## src/rtl/fir_tap_accumulator.sv

```systemverilog
// Accumulates TAPS signed products per output sample through a ripple-carry adder
// and presents the wrapped ACC_W-bit result with a sticky signed-overflow flag.

module fir_rca #(
    parameter int W = 20
) (
    input  logic [W-1:0] a_i,
    input  logic [W-1:0] b_i,
    input  logic         cin_i,
    output logic [W-1:0] sum_o
);
    logic [W-1:0] carry_s;

    assign carry_s[0] = cin_i;

    // The final stage produces no carry-out: the result wraps modulo 2^W.
    for (genvar i = 0; i < W; i++) begin : g_bit
        assign sum_o[i] = a_i[i] ^ b_i[i] ^ carry_s[i];
        if (i < W - 1) begin : g_carry
            assign carry_s[i+1] = (a_i[i] & b_i[i]) | (carry_s[i] & (a_i[i] ^ b_i[i]));
        end
    end
endmodule

module fir_tap_accumulator #(
    parameter int N     = 16,
    parameter int TAPS  = 8,
    parameter int ACC_W = 20,
    localparam int CNT_W = $clog2(TAPS + 1)
) (
    input  logic             clk,
    input  logic             rst_n,
    input  logic             clear,
    input  logic             prod_valid,
    input  logic [N-1:0]     prod_data,
    output logic             prod_ready,
    output logic             sum_valid,
    output logic [ACC_W-1:0] sum_data,
    input  logic             sum_ready,
    output logic             ovf,
    output logic [CNT_W-1:0] tap_cnt
);
    typedef enum logic [1:0] {
        ST_IDLE  = 2'd0,
        ST_ACCUM = 2'd1,
        ST_HOLD  = 2'd2
    } state_e;

    localparam logic [CNT_W-1:0] LAST_TAP = CNT_W'(TAPS - 1);
    localparam logic [CNT_W-1:0] CNT_ONE  = CNT_W'(1);

    state_e             state_q, state_d;
    logic [ACC_W-1:0]   acc_q, acc_d;
    logic [CNT_W-1:0]   cnt_q, cnt_d;
    logic               ovf_q, ovf_d;
    logic               sum_valid_q, sum_valid_d;
    logic               prod_ready_q, prod_ready_d;

    logic [ACC_W-1:0]   prod_sext_s;
    logic [ACC_W-1:0]   add_sum_s;
    logic               add_ovf_s;
    logic               accept_s;

    // Sign-extend the incoming product to accumulator width.
    always_comb begin
        prod_sext_s        = {ACC_W{prod_data[N-1]}};
        prod_sext_s[N-1:0] = prod_data;
    end

    fir_rca #(.W(ACC_W)) u_rca (
        .a_i   (acc_q),
        .b_i   (prod_sext_s),
        .cin_i (1'b0),
        .sum_o (add_sum_s)
    );

    assign add_ovf_s = (acc_q[ACC_W-1] == prod_sext_s[ACC_W-1]) &&
                       (add_sum_s[ACC_W-1] != acc_q[ACC_W-1]);
    assign accept_s  = prod_valid && prod_ready_q;

    // Next-state, datapath and registered-output decode.
    always_comb begin
        state_d = state_q;
        acc_d   = acc_q;
        cnt_d   = cnt_q;
        ovf_d   = ovf_q;
        if (clear) begin
            state_d = ST_IDLE;
            acc_d   = {ACC_W{1'b0}};
            cnt_d   = {CNT_W{1'b0}};
            ovf_d   = 1'b0;
        end else begin
            case (state_q)
                ST_IDLE: begin
                    if (accept_s) begin
                        acc_d   = prod_sext_s;
                        cnt_d   = CNT_ONE;
                        ovf_d   = 1'b0;
                        state_d = ST_ACCUM;
                    end else begin
                        state_d = ST_IDLE;
                    end
                end
                ST_ACCUM: begin
                    if (accept_s) begin
                        acc_d = add_sum_s;
                        cnt_d = cnt_q + CNT_ONE;
                        ovf_d = ovf_q | add_ovf_s;
                        if (cnt_q == LAST_TAP) begin
                            state_d = ST_HOLD;
                        end else begin
                            state_d = ST_ACCUM;
                        end
                    end else begin
                        state_d = ST_ACCUM;
                    end
                end
                ST_HOLD: begin
                    if (sum_valid_q && sum_ready) begin
                        state_d = ST_IDLE;
                        cnt_d   = {CNT_W{1'b0}};
                    end else begin
                        state_d = ST_HOLD;
                    end
                end
                default: begin
                    state_d = ST_IDLE;
                    acc_d   = {ACC_W{1'b0}};
                    cnt_d   = {CNT_W{1'b0}};
                    ovf_d   = 1'b0;
                end
            endcase
        end
        sum_valid_d  = (state_d == ST_HOLD);
        prod_ready_d = (state_d != ST_HOLD);
    end

    // State and output registers; prod_ready stays low until the first edge after reset.
    always_ff @(posedge clk or negedge rst_n) begin
        if (!rst_n) begin
            state_q      <= ST_IDLE;
            acc_q        <= {ACC_W{1'b0}};
            cnt_q        <= {CNT_W{1'b0}};
            ovf_q        <= 1'b0;
            sum_valid_q  <= 1'b0;
            prod_ready_q <= 1'b0;
        end else begin
            state_q      <= state_d;
            acc_q        <= acc_d;
            cnt_q        <= cnt_d;
            ovf_q        <= ovf_d;
            sum_valid_q  <= sum_valid_d;
            prod_ready_q <= prod_ready_d;
        end
    end

    assign prod_ready = prod_ready_q;
    assign sum_valid  = sum_valid_q;
    assign sum_data   = acc_q;
    assign ovf        = ovf_q;
    assign tap_cnt    = cnt_q;
endmodule

```

## config.mk

```make
export PLATFORM = sky130hd
export DESIGN_NAME = fir_tap_accumulator
export DESIGN_NICKNAME = d
export VERILOG_FILES = /design/src/rtl/fir_tap_accumulator.sv
export SDC_FILE = /design/constraint.sdc
export NUM_CORES = 1
export LEC_CHECK = 0
export CAP_MARGIN = 40
export CORE_MARGIN = 2
export CORE_UTILIZATION = 50
export CTS_CLUSTER_DIAMETER = 30
export CTS_CLUSTER_SIZE = 14
export DETAILED_ROUTE_END_ITERATION = 7
export PLACE_DENSITY = 0.82
export SETUP_SLACK_MARGIN = 0.05
export SLEW_MARGIN = 20
export SYNTH_ARGS = -nofsm -noshare
export SYNTH_HDL_FRONTEND = slang
export SYNTH_SLANG_ARGS = --single-unit
export TNS_END_PERCENT = 50
```

## constraint.sdc

```tcl
create_clock -name clk -period 9.6 [get_ports clk]
set_input_delay 1.92 -clock clk [delete_from_list [all_inputs] [get_ports clk]]
set_output_delay 1.92 -clock clk [all_outputs]
set_load 0.02 [all_outputs]
```

==> results.sh, run 1 <==
export IMPL_outcome="finished, final reports clean"
export IMPL_drv_slew=0
export IMPL_synth_top_area_share_pct=35.3
export IMPL_cp_depth=25
export IMPL_grt_max_degree=30
export IMPL_crit_type="in2reg"
export IMPL_finClkSkew_ns=0.00323
export IMPL_r2r_start="sum_data[0]$_DFFE_PN0P_"
export IMPL_critPathLaunchType="input pin"
export IMPL_yosysMostFrequentCell="inv_1"
export IMPL_finalWorstSetupSlack_ns=0.323
export IMPL_min_period_ns=9.28
export IMPL_grt_util_all_layers_pct=22.4
export IMPL_p_leak_nw=1.09
export IMPL_ant_nets=0
export IMPL_root_buffer="clkbuf_8"
export IMPL_yosysTopAreaCell="dfrtp_1"
export IMPL_drcViolationCount=0
export IMPL_antenna_found_initial=0
export IMPL_power_density_nw_per_um2=139
export IMPL_dp_hpwl_um=3380
export IMPL_setup_viol=0
export IMPL_cp_num_buf_inv=3
export IMPL_cts_buffer_depth=2
export IMPL_cts_tree="yes"
export IMPL_crit_arrival_ns=9.50
export IMPL_cp_common_cell="fa_2"
export IMPL_n_antenna_cell=0
export IMPL_syn_area_per_cell_sq_um=10.7
export IMPL_worstSkewPairLatency_ns=0.28
export IMPL_port_buffers=47
export IMPL_holdPathStages=1
export IMPL_min_path_type="reg2reg"
export IMPL_coreArea_sq_um=3970
export IMPL_firstDrtPassIters=4
export IMPL_syn_nets=233
export IMPL_fp_dieH_um=68.1
export IMPL_synth_cell_types=40
export IMPL_ys_top_cells_by_area="dfrtp_1 (35%), fa_1 (18%), inv_1 (6.0%)"
export IMPL_ys_warn_count=0
export IMPL_gp_congestion=0.853
export IMPL_r2r_slack_ns=2.03
export IMPL_die_width_um=68.1
export IMPL_syn_area_sq_um=2050
export IMPL_tightest_slew_ns=0.735
export IMPL_layout_drive_gt1_share_pct=12.3
export IMPL_critPathCaptureType="flip-flop"
export IMPL_die_area_sq_um=4630
export IMPL_cp_top_family="adder cells"
export IMPL_drtIter0Drc=112
export IMPL_grt_pass1_wl_um=7490
export IMPL_synth_cells=192
export IMPL_hold_start="sum_data[4]$_DFFE_PN0P_"
export IMPL_cp_required_ns=9.82
export IMPL_grt_pass1_vias=1589
export IMPL_min_period_over_period_pct=96.6
export IMPL_seq_area_frac_synth_pct=35.3
export IMPL_avgViaCountPerCell=5.77
export IMPL_stdcell_count=286
export IMPL_finalHoldViolCount=0
export IMPL_worstPathMaxFanout=3
export IMPL_io_pin_count=48
export IMPL_dp_cells=279
export IMPL_clock_fmax_mhz=108
export IMPL_relSlewSlack_pct=50.7
export IMPL_synthArstFlopShare_pct=100
export IMPL_synth_edf_count=0
export IMPL_grt_setup_unrepaired="false"
export IMPL_reg2reg_to="sum_data[19]$_DFFE_PN0P_"
export IMPL_cts_htree_levels=2
export IMPL_whs_endpoint="sum_data[4]$_DFFE_PN0P_"
export IMPL_max_cap_violations=0
export IMPL_cts_sinks=29
export IMPL_grt_overflow=0
export IMPL_slowest_delay_ns=0.49
export IMPL_wl_per_cell_um=16.9
export IMPL_dp_slack_ns=-0.492
export IMPL_ys_ff_latch=29
export IMPL_drt_wl_total_um=4830
export IMPL_numCtsBuffers=5
export IMPL_reg2reg_depth=24
export IMPL_utilization_pct=66.5
export IMPL_synthTopCellsByCount="inv_1 (33), dfrtp_1 (29), fa_1 (18), nand3_1 (13), a211oi_1 (12)"
export IMPL_vias=1649
export IMPL_crit_path_top_delay_cell="clkdlybuf4s50_1"
export IMPL_ir_worst_vdd_mv=0.0927
export IMPL_synth_ff_type="dfrtp_1"
export IMPL_start_util_pct=51.7
export IMPL_cts_clk_slew_worst_paths_ns=0.06
export IMPL_rows=23
export IMPL_final_nets=277
export IMPL_area_growth_pct=28.6
report_power, final:
group	internal, W	total (W)	leakage (nW)	switching, W
clock	0.0000568	0.000103	0.0443	0.0000467
sequential	0.000133	0.000143	0.379	0.0000105
combinational	0.0000580	0.000120	0.664	0.0000622
metrics by stage:
step | area (sq um) | total power [W] | setup TNS, ns | hold WS, ns
2_1_floorplan | 2050 | 0.000212 | 0 | 0.626
3_3_place_gp | 2500 | 0.000253 | -0.755 | 0.520
3_5_place_dp | 2520 | 0.000261 | -1.63 | 0.518
4_1_cts | 2620 | 0.000365 | 0 | 0.540
5_1_grt | 2640 | 0.000387 | 0 | 0.574
6_report | 2640 | 0.000367 | 0 | 0.538
placed cells by master, fill, tap and decap left out, drive strengths merged, types with 2 or more instances in the layout:
cell           Yosys  layout
mux2i              6       6
o31ai              3       3
ha                 2       2
a221o             11      11
a31oi              3       3
a31o               2       2
nor2b              4       4
nor2               3       3
clkdlybuf4s50      0      47
clkbuf             3       7
and3b              2       2
buf                9       2
nand2              6       6
nand3             13      13
nor3               2       2
a21oi              3       3
fa                18      18
dfrtp             29      29
o211ai             6       6
and2               3       3
nand3b             2       2
nor3b              2       2
a211o              2       2
o21ai              4       4
a211oi            12      12
inv               33      33
cell type report:
| type | instances | area, sq um |
|---|---|---|
| clock buffers | 7 | 86.3 |
| repair buffers | 49 | 493 |
| fillers | 317 | 1330 |
| inverters | 33 | 124 |
| flip-flops and latches | 29 | 726 |
| multi-input cells | 118 | 1150 |
| well taps | 50 | 62.6 |
sequential cells by signal (all words and copies together) (netlist names):
register,flops
sum_data,20
sum_valid,1
ovf,1
state_q,2
tap_cnt,4
prod_ready,1
timing repair:
| action | in CTS | in global routing |
|---|---|---|
| pin swaps | 0 | 1 |
| gates resized for setup | 7 | 7 |
| buffers inserted | 0 | 0 |
| hold buffers | 0 | 0 |
| setup endpoints to repair | 3 | 3 |
worst max-delay path by stage:
stage,start,end,slack [ns]
2_1_floorplan,prod_data[0],sum_data[19]$_DFFE_PN0P_,0.44
3_3_place_gp,prod_data[0],sum_data[19]$_DFFE_PN0P_,-0.28
3_5_place_dp,prod_data[0],sum_data[19]$_DFFE_PN0P_,-0.49
4_1_cts,prod_data[0],sum_data[19]$_DFFE_PN0P_,0.1
5_1_grt,prod_data[0],sum_data[19]$_DFFE_PN0P_,0.07
6_report,prod_data[0],sum_data[19]$_DFFE_PN0P_,0.32
cells by family after synthesis:
family | count (synthesis) | share of synthesized area, %
buf+inv | 45 | 10.4
flops | 29 | 35.3
compound gates | 50 | 19.8
xor+xnor | 1 | 0.427
fa+ha+maj | 20 | 18.8
mux | 6 | 2.93
simple gates | 41 | 12.4
routing by layer:
layer,track usage [%],vias up,share of wire (%)
met1,30.3,819,43
met3,4.44,10,4.6
met2,35.1,52,50
met5,0,-,0
met4,9.75,0,1.9
li1,-,768,-
No activity file was read; power rests on OpenSTA's default activity.
==> inputs of run 2 (changes only) <==
Settings changed: CORE_MARGIN 2 to unset.
==> run 2 against run 1 <==
Compared with the run above: die area down 5.8%; non-clock buffer count did not move; clock-buffer cell count did not move; utilization is 3.3 points higher; clock power rose by 9%; routed wire length down 2.4%; total power up 1.6%; sequential power about the same; register-to-register slack barely moved.
==> results.sh, run 2 (synthesis results as in run 1) <==
export IMPL_outcome="finished, final reports clean"
export IMPL_cts_buffer_depth=2
export IMPL_topRoutingLayerUsed="met4"
export IMPL_fin_hold_ws_ns=0.543
export IMPL_drcViolationCount=0
export IMPL_antenna_found_initial=0
export IMPL_dp_cells=277
export IMPL_setup_tns_ns=0
export IMPL_final_nets=277
export IMPL_finalHoldViolCount=0
export IMPL_cp_num_buf_inv=3
export IMPL_critPathLaunchType="input pin"
export IMPL_cp_top_family="adder cells"
export IMPL_cts_htree_levels=2
export IMPL_drt_wl_total_um=4710
export IMPL_dp_slack_ns=-0.469
export IMPL_min_path_type="reg2reg"
export IMPL_ir_worst_vdd_mv=0.0796
export IMPL_power_density_nw_per_um2=141
export IMPL_cp_common_cell="fa_2"
export IMPL_die_area_sq_um=4370
export IMPL_die_width_um=66.1
export IMPL_n_antenna_cell=0
export IMPL_avgViaCountPerCell=5.80
export IMPL_cp_required_ns=9.81
export IMPL_wl_met1_um=2030
export IMPL_tightest_slew_ns=0.783
export IMPL_io_pin_count=48
export IMPL_crit_type="in2reg"
export IMPL_p_leak_nw=1.10
export IMPL_worstPathMaxFanout=3
export IMPL_grt_max_degree=30
export IMPL_grt_pass1_vias=1720
export IMPL_largest_register_ffs=20
export IMPL_grt_pass1_wl_um=7910
export IMPL_stdcell_count=285
export IMPL_port_buffers=47
export IMPL_min_period_over_period_pct=97.2
export IMPL_finClkSkew_ns=0.00677
export IMPL_layout_common_cells="clkdlybuf4s50_1 (47), inv_1 (33), dfrtp_1 (29)"
export IMPL_cts_sinks=29
export IMPL_grt_overflow=0
export IMPL_grt_util_all_layers_pct=24.6
export IMPL_area_growth_pct=29.1
export IMPL_fp_dieH_um=66.1
export IMPL_relSlewSlack_pct=47.5
export IMPL_power_w=0.000373
export IMPL_slowest_delay_ns=0.49
export IMPL_finalWorstSetupSlack_ns=0.273
export IMPL_layout_drive_gt1_share_pct=12.7
export IMPL_cts_clk_slew_worst_paths_ns=0.06
export IMPL_vias=1652
export IMPL_route_met2_wl_um=2380
export IMPL_firstDrtPassIters=4
export IMPL_crit_path_top_delay_cell="clkdlybuf4s50_1"
export IMPL_met3_length_um=212
export IMPL_start_util_pct=54.1
export IMPL_worstSkewPairLatency_ns=0.29
export IMPL_dp_hpwl_um=3320
export IMPL_post_cts_buffers=0
export IMPL_min_period_ns=9.33
export IMPL_grt_setup_unrepaired="false"
export IMPL_max_cap_violations=0
export IMPL_cts_tree="yes"
export IMPL_drtIter0Drc=116
export IMPL_layout_commonest_cell="clkdlybuf4s50_1"
export IMPL_root_buffer="clkbuf_8"
export IMPL_setup_viol=0
export IMPL_rows=22
export IMPL_numCtsBuffers=5
export IMPL_wl_per_cell_um=16.5
export IMPL_ant_nets=0
export IMPL_coreArea_sq_um=3800
export IMPL_gp_congestion=0.791
export IMPL_crit_arrival_ns=9.54
export IMPL_clock_fmax_mhz=107
export IMPL_critPathCaptureType="flip-flop"
export IMPL_drv_slew=0
-- run 2: changes by cell type in the layout (fill, tap and decap cells not counted) --
cell      previous run  this run
clkbuf_8             6         7
clkinv_2             0         1
fa_1                 4         5
clkbuf_1             1         0
fa_2                14        13
-- run 2: timing repair --
action / 4_1_cts / 5_1_grt
gates resized for setup: 8 / 5
hold buffers: 0 / 0
pin swaps: 1 / 0
endpoints found under the setup margin: 3 / 3
-- run 2: final cells by class --
type	count	area, sq um
well taps	48	60.1
clock inverters	1	5.00
fillers	296	1150
clock buffers	7	96.3
multi-input cells	118	1150
inverters	33	124
flip-flops and latches	29	726
repair buffers	49	493
-- run 2: per-stage QoR --
stage          util (%)  cell area [sq um]
6_report           69.8               2650
3_3_place_gp       65.9               2500
2_1_floorplan         -               2050
5_1_grt            69.8               2650
3_5_place_dp       66.3               2520
4_1_cts            69.5               2640
-- run 2: metal layers --
| layer | GRT usage (%) | vias to the layer above |
|---|---|---|
| li1 | - | 772 |
| met1 | 31.5 | 822 |
| met2 | 39.2 | 48 |
| met3 | 3.62 | 10 |
| met4 | 14.6 | 0 |
| met5 | 0 | - |
-- run 2: worst paths after layout --
path | startpoint | endpoint | slack (ns) | cells after the start
max in group asynchronous | rst_n | sum_data[6]$_DFFE_PN0P_ | 7.28 | 2
setup / recovery | prod_data[0] | sum_data[19]$_DFFE_PN0P_ | 0.27 | 25
hold / removal | sum_data[10]$_DFFE_PN0P_ | sum_data[10]$_DFFE_PN0P_ | 0.54 | 1
hold reg to reg | sum_data[10]$_DFFE_PN0P_ | sum_data[10]$_DFFE_PN0P_ | 0.54 | 1
min in group asynchronous | rst_n | sum_data[16]$_DFFE_PN0P_ | 2.02 | 2
setup reg to reg | sum_data[0]$_DFFE_PN0P_ | sum_data[19]$_DFFE_PN0P_ | 2.02 | 24
-- run 2: power by group --
group | internal (W) | switching, W | total (W)
logic | 0.0000565 | 0.0000610 | 0.000117
registers | 0.000133 | 0.0000104 | 0.000143
clock network | 0.0000647 | 0.0000475 | 0.000112
==> inputs of run 3 (changes only) <==
Settings changed: CAP_MARGIN 40 to unset, GPL_ROUTABILITY_DRIVEN set to 0, GPL_TIMING_DRIVEN set to 0.
==> run 3 against run 2 <==
Compared with the run above: clock skew is essentially flat; register-to-register slack gained 0.02 ns; clock-buffer cell count shrank 1; non-clock buffer count grew 9; total power shrank 3.9%; worst hold slack gained 0.00053 ns; sequential share of layout area shrank 0.31 points; utilization grew 0.79 points; setup slack gained 0.014 ns; final area grew 1.1%.
==> results.sh, run 3 (synthesis results as in run 1) <==
export IMPL_outcome="finished, final reports clean"
export IMPL_root_buffer="clkbuf_8"
export IMPL_ant_nets=0
export IMPL_antenna_found_initial=0
export IMPL_worstPathMaxFanout=3
export IMPL_max_cap_violations=0
export IMPL_met3_usage_pct=4.31
export IMPL_cp_top_family="adder cells"
export IMPL_largest_register_ffs=20
export IMPL_n_antenna_cell=0
export IMPL_setup_viol=0
export IMPL_ir_worst_vdd_mv=0.0862
export IMPL_stdcell_count=294
export IMPL_critPathCaptureType="flip-flop"
export IMPL_crit_path_top_delay_cell="clkdlybuf4s50_1"
export IMPL_final_nets=286
export IMPL_tightest_slew_ns=0.677
export IMPL_cts_htree_levels=2
export IMPL_cp_num_buf_inv=3
export IMPL_layout_common_cells="clkdlybuf4s50_1 (45), inv_1 (33), dfrtp_1 (29)"
export IMPL_finalInstanceArea_sq_um=2680
export IMPL_dp_hpwl_um=3420
export IMPL_critPathLaunchType="input pin"
export IMPL_cts_tree="yes"
export IMPL_vias=1659
export IMPL_crit_arrival_ns=9.52
export IMPL_p_leak_nw=1.12
export IMPL_slowest_delay_ns=0.48
export IMPL_fin_hold_ws_ns=0.543
export IMPL_cp_common_cell="fa_2"
export IMPL_power_density_nw_per_um2=134
export IMPL_grt_util_all_layers_pct=24.3
export IMPL_grt_overflow=0
export IMPL_min_path_type="reg2reg"
export IMPL_met2_usage_pct=39.3
export IMPL_cts_sinks=29
export IMPL_cts_hold_buf=0
export IMPL_drt_wl_total_um=4670
export IMPL_fp_dieH_um=66.1
export IMPL_utilization_pct=70.6
export IMPL_die_area_sq_um=4370
export IMPL_crit_type="in2reg"
export IMPL_drcViolationCount=0
export IMPL_die_width_um=66.1
export IMPL_rows=22
export IMPL_io_pin_count=48
export IMPL_cts_clk_slew_worst_paths_ns=0.07
export IMPL_min_period_over_period_pct=97.0
export IMPL_power_w=0.000358
export IMPL_layout_commonest_cell="clkdlybuf4s50_1"
export IMPL_cp_required_ns=9.81
export IMPL_grtUsageMet1_pct=32.4
export IMPL_grt_max_degree=30
export IMPL_relSlewSlack_pct=54.9
export IMPL_avgViaCountPerCell=5.64
export IMPL_grt_busiest_layer="met2"
export IMPL_worstSkewPairLatency_ns=0.28
export IMPL_start_util_pct=54.1
export IMPL_wl_per_cell_um=15.9
export IMPL_grt_pass1_wl_um=7910
export IMPL_numCtsBuffers=5
export IMPL_area_growth_pct=30.6
export IMPL_finalHoldViolCount=0
export IMPL_dp_cells=286
export IMPL_cts_buffer_depth=2
export IMPL_grt_setup_unrepaired="false"
export IMPL_firstDrtPassIters=4
export IMPL_drv_slew=0
export IMPL_drtIter0Drc=170
export IMPL_layout_drive_gt1_share_pct=14.6
export IMPL_min_period_ns=9.31
export IMPL_placed_area_sq_um=2570
export IMPL_grt_pass1_vias=1748
export IMPL_port_buffers=46
export IMPL_coreArea_sq_um=3800
export IMPL_clock_fmax_mhz=107
export IMPL_finClkSkew_ns=0.00661
run 3: cell count changes in the layout (fill, tap and decap cells not counted), moves of 2 or more:
cell and delta:
buf_6 +4, clkbuf_1 +4, buf_2 +3, buf_4 +2, clkbuf_8 -2, clkdlybuf4s50_1 -2
run 3: per-stage QoR:
stage          setup WS, ns  TNS, ns
3_3_place_gp         -0.373    -1.10
4_1_cts              0.0529        0
2_1_floorplan         0.440        0
5_1_grt              0.0856        0
3_5_place_dp         -0.501    -1.55
6_report              0.287        0
run 3: routing by layer:
| metal | share of wire, % | vias to the layer above |
|---|---|---|
| li1 | - | 783 |
| met1 | 44 | 815 |
| met2 | 50 | 56 |
| met3 | 4.6 | 5 |
| met4 | 1.1 | 0 |
| met5 | 0 | - |
run 3: final cells by class:
class | count | area (sq um)
Multi-Input combinational cell | 118 | 1140
Clock buffer | 6 | 72.6
Inverter | 33 | 124
Clock inverter | 2 | 10.0
Buffer | 12 | 88.8
Fill cell | 314 | 1120
Sequential cell | 29 | 726
Tap cell | 48 | 60.1
Timing Repair Buffer | 46 | 455
run 3: worst register-to-register path: stages (launching register included):
cell and delay, ns:
dfrtp_1 0.37, ha_1 0.17, inv_1 0.05, fa_1 0.39
fa_2 0.38, fa_2 0.35, fa_1 0.39, fa_2 0.35
fa_2 0.35, fa_2 0.36, fa_2 0.35, fa_2 0.34
fa_1 0.39, fa_2 0.36, fa_1 0.39, fa_2 0.35
fa_2 0.35, fa_2 0.35, fa_1 0.37, inv_1 0.08
fa_1 0.20, fa_2 0.22, xor2_1 0.08, a2111o_1 0.41
nand3_1 0.07
run 3: power breakdown:
group	internal (W)	total, W	switching (W)
Clock	0.0000501	0.0000968	0.0000466
Sequential	0.000133	0.000142	0.00000941
Combinational	0.0000575	0.000119	0.0000617
Total	0.000241	0.000358	0.000118
run 3: path summary, 6_finish.rpt:
check	start	to	slack (ns)	depth (start not counted)
max in group asynchronous	rst_n	tap_cnt[1]$_DFFE_PN0P_	7.49	1
hold reg to reg	sum_data[11]$_DFFE_PN0P_	sum_data[11]$_DFFE_PN0P_	0.54	1
min in group asynchronous	rst_n	sum_data[13]$_DFFE_PN0P_	1.68	1
setup reg to reg	sum_data[0]$_DFFE_PN0P_	sum_data[19]$_DFFE_PN0P_	2.04	24
hold / removal	sum_data[11]$_DFFE_PN0P_	sum_data[11]$_DFFE_PN0P_	0.54	1
setup / recovery	prod_data[0]	sum_data[19]$_DFFE_PN0P_	0.29	25
run 3: timing repair:
item	CTS	global route
gates resized for setup	7	5
setup endpoints to repair	4	3
pin swaps	0	0
cloned	0	0
setup buffers	0	0
